## src/rtl/branch_update_ctrl.sv

```systemverilog
// Branch predictor update controller: tracks in-flight predictions in a FIFO and issues
// registered increment/decrement commands to the counter table, with speculative/committed history.
module branch_update_ctrl #(
    parameter int DEPTH = 4,
    parameter int IDX_W = 6
) (
    input  logic                     clk,
    input  logic                     reset,
    input  logic [IDX_W-1:0]         fetch_idx,
    input  logic                     pred_valid,
    input  logic                     pred_taken,
    output logic                     pred_ready,
    input  logic                     res_valid,
    input  logic                     res_taken,
    input  logic                     flush,
    output logic [IDX_W-1:0]         PredictorIndex,
    output logic [1:0]               change,
    output logic                     lookup_stall,
    output logic                     mispredict,
    output logic [$clog2(DEPTH):0]   inflight
);
    localparam int PW = $clog2(DEPTH);
    localparam int CW = PW + 1;

    typedef enum logic {IDLE, UPDATE} state_t;

    state_t             state_q, state_d;
    logic [CW-1:0]      count_q, count_d;
    logic [PW-1:0]      head_q, tail_q;
    logic [IDX_W-1:0]   spec_ghr, arch_ghr, arch_next;
    logic [IDX_W-1:0]   q_idx [DEPTH];
    logic               q_pred [DEPTH];
    logic [IDX_W-1:0]   upd_idx;
    logic               upd_taken;
    logic               mispred_q;
    logic [IDX_W-1:0]   lookup_idx;
    logic               do_res, recover, do_enq, clear;

    assign lookup_idx = fetch_idx ^ spec_ghr;
    assign pred_ready = (count_q < CW'(DEPTH));
    assign do_res     = res_valid && (count_q != '0);
    assign recover    = do_res && (res_taken != q_pred[head_q]);
    assign do_enq     = pred_valid && pred_ready && !flush && !recover;
    assign clear      = flush || recover;
    assign arch_next  = do_res ? {arch_ghr[IDX_W-2:0], res_taken} : arch_ghr;
    assign inflight   = count_q;
    assign mispredict = mispred_q;

    always_comb begin
        count_d = count_q + CW'(do_enq) - CW'(do_res);
        if (clear) count_d = '0;
    end

    always_comb begin
        state_d        = do_res ? UPDATE : IDLE;
        change         = 2'b00;
        lookup_stall   = 1'b0;
        PredictorIndex = lookup_idx;
        if (state_q == UPDATE) begin
            change         = {1'b1, upd_taken};
            lookup_stall   = 1'b1;
            PredictorIndex = upd_idx;
        end
    end

    always_ff @(posedge clk or negedge reset) begin
        if (!reset) begin
            state_q   <= IDLE;
            count_q   <= '0;
            head_q    <= '0;
            tail_q    <= '0;
            spec_ghr  <= '0;
            arch_ghr  <= '0;
            upd_idx   <= '0;
            upd_taken <= 1'b0;
            mispred_q <= 1'b0;
        end else begin
            state_q   <= state_d;
            count_q   <= count_d;
            arch_ghr  <= arch_next;
            mispred_q <= recover;
            if (do_res) begin
                upd_idx   <= q_idx[head_q];
                upd_taken <= res_taken;
            end
            // Recovery/flush rebuilds speculative history from the post-resolution committed history
            if (clear) begin
                head_q   <= '0;
                tail_q   <= '0;
                spec_ghr <= arch_next;
            end else begin
                if (do_res) head_q <= head_q + PW'(1);
                if (do_enq) begin
                    tail_q   <= tail_q + PW'(1);
                    spec_ghr <= {spec_ghr[IDX_W-2:0], pred_taken};
                end
            end
        end
    end

    always_ff @(posedge clk) begin
        if (do_enq) begin
            q_idx[tail_q]  <= lookup_idx;
            q_pred[tail_q] <= pred_taken;
        end
    end
endmodule
```

## config.mk

```make
export PLATFORM = sky130hd
export DESIGN_NAME = branch_update_ctrl
export DESIGN_NICKNAME = d
export VERILOG_FILES = /design/src/rtl/branch_update_ctrl.sv
export SDC_FILE = /design/constraint.sdc
export NUM_CORES = 1
export LEC_CHECK = 0
export BUFFER_PORTS_ARGS = -buffer_cell sky130_fd_sc_hd__buf_4
export CAP_MARGIN = 20
export CORE_MARGIN = 5
export CORE_UTILIZATION = 60
export DETAILED_ROUTE_END_ITERATION = 10
export GPL_TIMING_DRIVEN = 0
export PLACE_DENSITY = 0.81
export SETUP_SLACK_MARGIN = 0.3
export SLEW_MARGIN = 5
export SYNTH_ARGS = -nofsm -noshare
export SYNTH_HDL_FRONTEND = slang
export SYNTH_SLANG_ARGS = --single-unit
```

## constraint.sdc

```tcl
create_clock -name clk -period 8.64 [get_ports clk]
set_input_delay 0.864 -clock clk [delete_from_list [all_inputs] [get_ports clk]]
set_output_delay 0.864 -clock clk [all_outputs]
set_load 0.05 [all_outputs]
```

==> results of run 1 <==
synthesized netlist by cell type:
library cell,number,area share
and3_1,4,0.010
xnor2_2,1,0.0065
nor2_1,11,0.017
buf_4,2,0.0060
edfxtp_1,28,0.34
dfrtp_1,28,0.28
buf_6,1,0.0045
mux2_2,11,0.050
xor2_1,8,0.028
nand2_1,26,0.039
buf_2,1,0.0020
xnor2_1,3,0.011
a211oi_1,5,0.015
inv_1,7,0.011
o211ai_1,1,0.0030
fa_1,1,0.0080
mux4_2,7,0.063
a21oi_2,1,0.0035
or3_1,1,0.0025
o31ai_1,1,0.0030
nor3_1,5,0.010
clkbuf_1,4,0.0060
clkbuf_2,1,0.0020
mux2i_1,6,0.024
ha_1,6,0.030
a21oi_1,2,0.0040
o221a_2,1,0.0045
clkinv_1,1,0.0015
o21ai_1,1,0.0020
and2_1,3,0.0075
a22oi_1,1,0.0030
buf_1,1,0.0015
nor2b_1,1,0.0025
cells by family (layout without fill, tap and decap cells):
kind of cell	count (synthesis)	count (layout)	share of synthesized area
flops	56	56	0.6188
simple gates	51	51	0.08840
mux	24	24	0.1371
buf+inv	18	52	0.03415
compound gates	13	13	0.03818
xor+xnor	12	12	0.04521
fa+ha+maj	7	7	0.03817
layout make-up:
type                            instances  area, um2
Clock inverter                          2      16.27
Tap cell                               50      62.56
Fill cell                             280       1162
Inverter                                8      30.03
Buffer                                 10      55.05
Clock buffer                            6      72.57
Sequential cell                        56       1541
Multi-Input combinational cell        107      864.6
Timing Repair Buffer                   26      195.2
layout by cell type (no fill, tap or decap), types with 2 or more instances in the layout:
master     n
clkbuf_1   5
buf_4     28
ha_1       6
nor2_1    11
nand2_1   26
mux2i_1    6
inv_1      7
edfxtp_1  28
clkbuf_8   5
xor2_1     8
a211oi_1   5
and2_1     3
xnor2_1    3
a21oi_1    2
nor3_1     5
mux4_2     7
dfrtp_1   28
and3_1     4
mux2_2    11
flip-flops by register name (all words and copies together), names as in the netlist:
name	flops
state_q	1
upd_idx	6
q_pred	4
mispredict	1
tail_q	2
arch_ghr	6
spec_ghr	6
upd_taken	1
head_q	2
inflight	3
q_idx	24
where the power goes:
part | internal [uW] | switching [uW] | total, uW
Sequential | 367 | 45.7 | 413
Combinational | 169 | 290 | 459
Clock | 57.8 | 81.8 | 140
Total | 594 | 418 | 1010
per-layer routing:
metal	GRT usage	wire length [um]
met1	0.2550	1869
met2	0.3463	2626
met3	0.03784	259
met4	0.07905	74
met5	0	0
worst paths after layout:
check / from / end / slack (ns) / cells past startpoint
worst max-delay path: head_q[0] / inflight[2] / 5.64 / 12
worst min-delay path: reset / upd_idx[5] / 0.46 / 1
worst max register to register: head_q[0] / inflight[2] / 5.64 / 12
worst min register to register: upd_taken / upd_taken / 0.48 / 2
max in group asynchronous: reset / mispredict / 7.88 / 1
min in group clk: upd_taken / upd_taken / 0.48 / 2
per-stage QoR:
stage          std cells  hold slack [ns]  instance area [um2]  total power, uW
5_1_grt              265           0.4718                 2838             1074
4_1_cts              265           0.4742                 2838             1021
2_1_floorplan        181           0.4382                 2491            746.8
6_report             265           0.4619                 2838             1011
3_3_place_gp         257           0.4521                 2749            858.0
3_5_place_dp         257           0.4574                 2749            881.3
==> impl_metrics.tcl, run 1 <==
set metrics [dict create \
    status "completed" \
    ys_warn_count 0 \
    clock_latency_ns 0.31 \
    ys_seq_area_frac 0.6188 \
    ios 27 \
    drv_cap 0 \
    core_area_um2 4000 \
    tightest_slew_ns 0.6330 \
    cpMostUsedCell "ha_1" \
    routed_wl_um 4829 \
    holdCritPathClass "primary input to async pin" \
    cp_slowest_cell "mux4_2" \
    peakVddDrop_uv 191.9 \
    numCtsBuffers 5 \
    die_w_um 74.44 \
    dp_hpwl_um 3477 \
    worstPathMaxFanout 10 \
    setup_slack_ns 5.638 \
    grt_pass1_wl_um 8176 \
    min_period_ns 3.002 \
    synthesis.nets 201 \
    cts_resized 0 \
    timing_hold_violations_final 0 \
    track_usage 0.2021 \
    wl_per_cell_um 18.22 \
    rows 23 \
    crit_family "adder cells" \
    cts_root_buffer "clkbuf_8" \
    clkTransAtPathRegs_ns 0.10 \
    die_y_um 74.44 \
    timing.final.setup_violations 0 \
    skew_ns 0.01064 \
    vias 1508 \
    grt_overflow_total 0 \
    io_buffers 26 \
    first_pass_iters 4 \
    clock.fmax_mhz 333.1 \
    cts.sinks 56 \
    area_delta_synth_final_pct 13.91 \
    antenna_found_initial 0 \
    synth_cells 181 \
    utilization 0.7094 \
    ant_nets 0 \
    grt_max_degree 29 \
    ys_seq_elements 56 \
    cts_max_path_buffers 2 \
    drive_above_1_share 0.2744 \
    cp_slowest_stage_delay_ns 0.60 \
    critPathArrivalTime_ns 3.19 \
    syn-cell-area_um2 2491 \
    path_buf_inv 3 \
    grt_pass1_vias 1653 \
    drv_slew 0 \
    cp.required_ns 8.83 \
    worstSetupPathType "flip-flop to flip-flop" \
    avgSynthCellArea_um2 13.76 \
    setup_tns_ns 0 \
    synth_cell_types 33 \
    worstPathCellList "buf_6 -> mux4_2 -> xor2_1 -> a21oi_2 -> buf_4 -> nand2_1 -> ha_1 -> inv_1 -> ha_1 -> fa_1 -> xnor2_1 -> nor2_1" \
    via_per_inst 5.691 \
    dieArea_um2 5541 \
    p_leak_uw 0.001200 \
    rsz0062_at_grt "no" \
    end_kind "flip-flop" \
    drt_iter0_drc 96 \
    hold_buffers 0 \
    slew_headroom 0.5780 \
    htree_levels 2 \
    cts_tree "built" \
    initial_core_util 0.6228 \
    place_congestion 0.8377 \
    num_antenna_cells 0 \
    nets 234 \
    pre_cts_ws_ns 5.513 \
    power.density_nw_per_um2 356.4 \
    period_share 0.3475 \
    post-cts-setup-buffers 0 \
    route.detailed.drc 0 \
    critPathLaunchType "flip-flop" \
]
(Power assumes the default switching activity.)
==> run 2: changes to the inputs <==
Settings changed: CORE_UTILIZATION 60 to 57, PLACE_DENSITY 0.81 to 0.78.
Clock period 8.64 ns to 2.95 ns, I/O delays scaled along.
==> run 2 against run 1 <==
Effect of this change:
- global-route usage decreased by 1.8 points
- critical path type unchanged
- via count increased by 2.3%
- sequential power increased to 3.0 times the previous value
- clock power increased to 3.5 times the previous value
- total power increased to 3.1 times the previous value
- clock skew decreased by 0.0013 ns
- utilization decreased by 1.8 points
- largest power group unchanged
- hold slack got worse by 0.30 ns
==> impl_metrics.tcl, run 2 (synthesis gave the netlist of run 1 again) <==
set metrics [dict create \
    status "completed" \
    wl_per_cell_um 18.67 \
    top_register "q_idx" \
    routed_wl_um 5096 \
    cp.required_ns 3.21 \
    route.detailed.drc 0 \
    min_period_ns 2.719 \
    rrSetupSlack_ns 0.23 \
    power_frac_comb 0.458 \
    n_fill_cell 316 \
    clkTransAtPathRegs_ns 0.10 \
    timing.final.setup_violations 0 \
    p_leak_uw 0.001259 \
    track_usage 0.1843 \
    cts.sinks 56 \
    antenna_found_initial 0 \
    drv_slew 0 \
    clock_power_share 0.154 \
    htree_levels 2 \
    clock_latency_ns 0.31 \
    p_int_uw 1882 \
    setup_tns_ns 0 \
    timing_hold_violations_final 0 \
    worstSetupPathType "flip-flop to flip-flop" \
    layout_common_cells "32 x buf_4, 28 x dfrtp_1, 28 x edfxtp_1" \
    area_delta_synth_final_pct 19.19 \
    largest_register_ffs 24 \
    grt_pass1_wl_um 8376 \
    drv_cap 0 \
    period_share 0.9218 \
    drive_above_1_share 0.3348 \
    end_kind "flip-flop" \
    vias 1542 \
    core_area_um2 4294 \
    p_sw_frac 0.4023 \
    rows 24 \
    power.density_nw_per_um2 1061 \
    cts_tree "built" \
    skew_ns 0.009334 \
    peakVddDrop_uv 675.8 \
    layout_commonest_cell "buf_4" \
    rsz0062_at_grt "yes" \
    grt_pass1_vias 1686 \
    clock.fmax_mhz 367.7 \
    die_y_um 76.11 \
    nets 240 \
    grt_overflow_total 0 \
    cts_max_path_buffers 2 \
    placed_cells 259 \
    cts_root_buffer "clkbuf_8" \
    critPathLaunchType "flip-flop" \
    place_congestion 0.7979 \
    grt_max_degree 29 \
    dieArea_um2 5793 \
    num_antenna_cells 0 \
    drt_iter0_drc 138 \
    first_pass_iters 4 \
    critPathArrivalTime_ns 2.98 \
    holdCritPathClass "primary input to flip-flop" \
    ios 27 \
    io_buffers 26 \
    dp_hpwl_um 3499 \
    die_w_um 76.11 \
    instances_no_fill 273 \
    slew_headroom 0.6424 \
    initial_core_util 0.5801 \
    ant_nets 0 \
    via_per_inst 5.648 \
    pwr-share-seq 0.388 \
    tightest_slew_ns 0.5364 \
    worstPathMaxFanout 2 \
    p_sw_uw 1267 \
    numCtsBuffers 5 \
]
==> run 2: cell types whose count changed in the layout (fill, tap and decap cells not counted), sizes merged <==
cell,previous run,this run
clkbuf,11,10
buf,31,37
dlygate4sd3,0,1
bufinv,0,1
clkinvlp,1,0
==> run 2: cell type report <==
cell class	instances	area [um2]	area share
well taps	52	65.06	0.02191
flip-flops and latches	56	1541	0.5192
multi-input cells	107	922.1	0.3106
clock inverters	2	35.03	0.01180
plain buffers	10	60.06	0.02023
clock buffers	6	72.57	0.02444
inverters	8	30.03	0.01011
repair buffers	32	242.7	0.08175
==> run 2: path summary, 6_finish.rpt <==
path                             from  cells past startpoint          end
min                             flush                      2    head_q[0]
max in group asynchronous       reset                      2  arch_ghr[0]
min in group asynchronous       reset                      2   upd_idx[4]
max                         head_q[0]                     11  inflight[1]
min reg2reg                upd_idx[0]                      2   upd_idx[0]
max reg2reg                 head_q[0]                     11  inflight[1]
==> run 2: routing by layer <==
layer,track usage,vias to the layer above,part of all wire
met5,0,-,0
met3,0.05201,11,0.054
met2,0.3048,42,0.51
met1,0.2313,777,0.41
met4,0.06643,0,0.024
li1,-,712,-
==> run 2: power by group through the flow <==
stage	clock network [uW]	registers (uW)	logic, uW
after floorplan	0	1270	919
after global placement	0	1210	1320
after detailed placement	0	1230	1370
after CTS	499	1220	1420
after global routing	523	1250	1560
final	486	1220	1440
==> run 2: timing repair <==
item                                   4_1_cts  5_1_grt
gates resized for setup                      5        7
setup buffers                                4        1
setup endpoints to repair                    2        2
hold buffers                                 1        0
gates cloned                                 0        0
pin swaps                                    2        4
endpoints found under the hold margin       28        0
==> run 2: worst max-delay path, stage by stage (launching register included) <==
cell and delay [ns]:
dfrtp_1 0.35, buf_6 0.10, mux4_2 0.53, xor2_2 0.21, a21oi_2 0.19, buf_6 0.13, nand2_4 0.04, ha_4 0.27
inv_2 0.04, ha_4 0.15, fa_2 0.53, and2_4 0.13
==> run 2: per-stage QoR <==
| stage | utilization | hold WS, ns | instance area, um2 | power, uW | setup slack (ns) |
|---|---|---|---|---|---|
| CTS | 0.6821 | 0.1510 | 2929 | 3143 | 0.2668 |
| global placement | 0.6419 | 0.2350 | 2756 | 2533 | 0.06431 |
| global route | 0.6914 | 0.1510 | 2969 | 3334 | 0.1605 |
| detailed placement | 0.6419 | 0.2447 | 2756 | 2602 | 0.02115 |
| finish | 0.6914 | 0.1620 | 2969 | 3149 | 0.2306 |
| floorplan | - | -0.0005911 | 2496 | 2191 | 0.2323 |
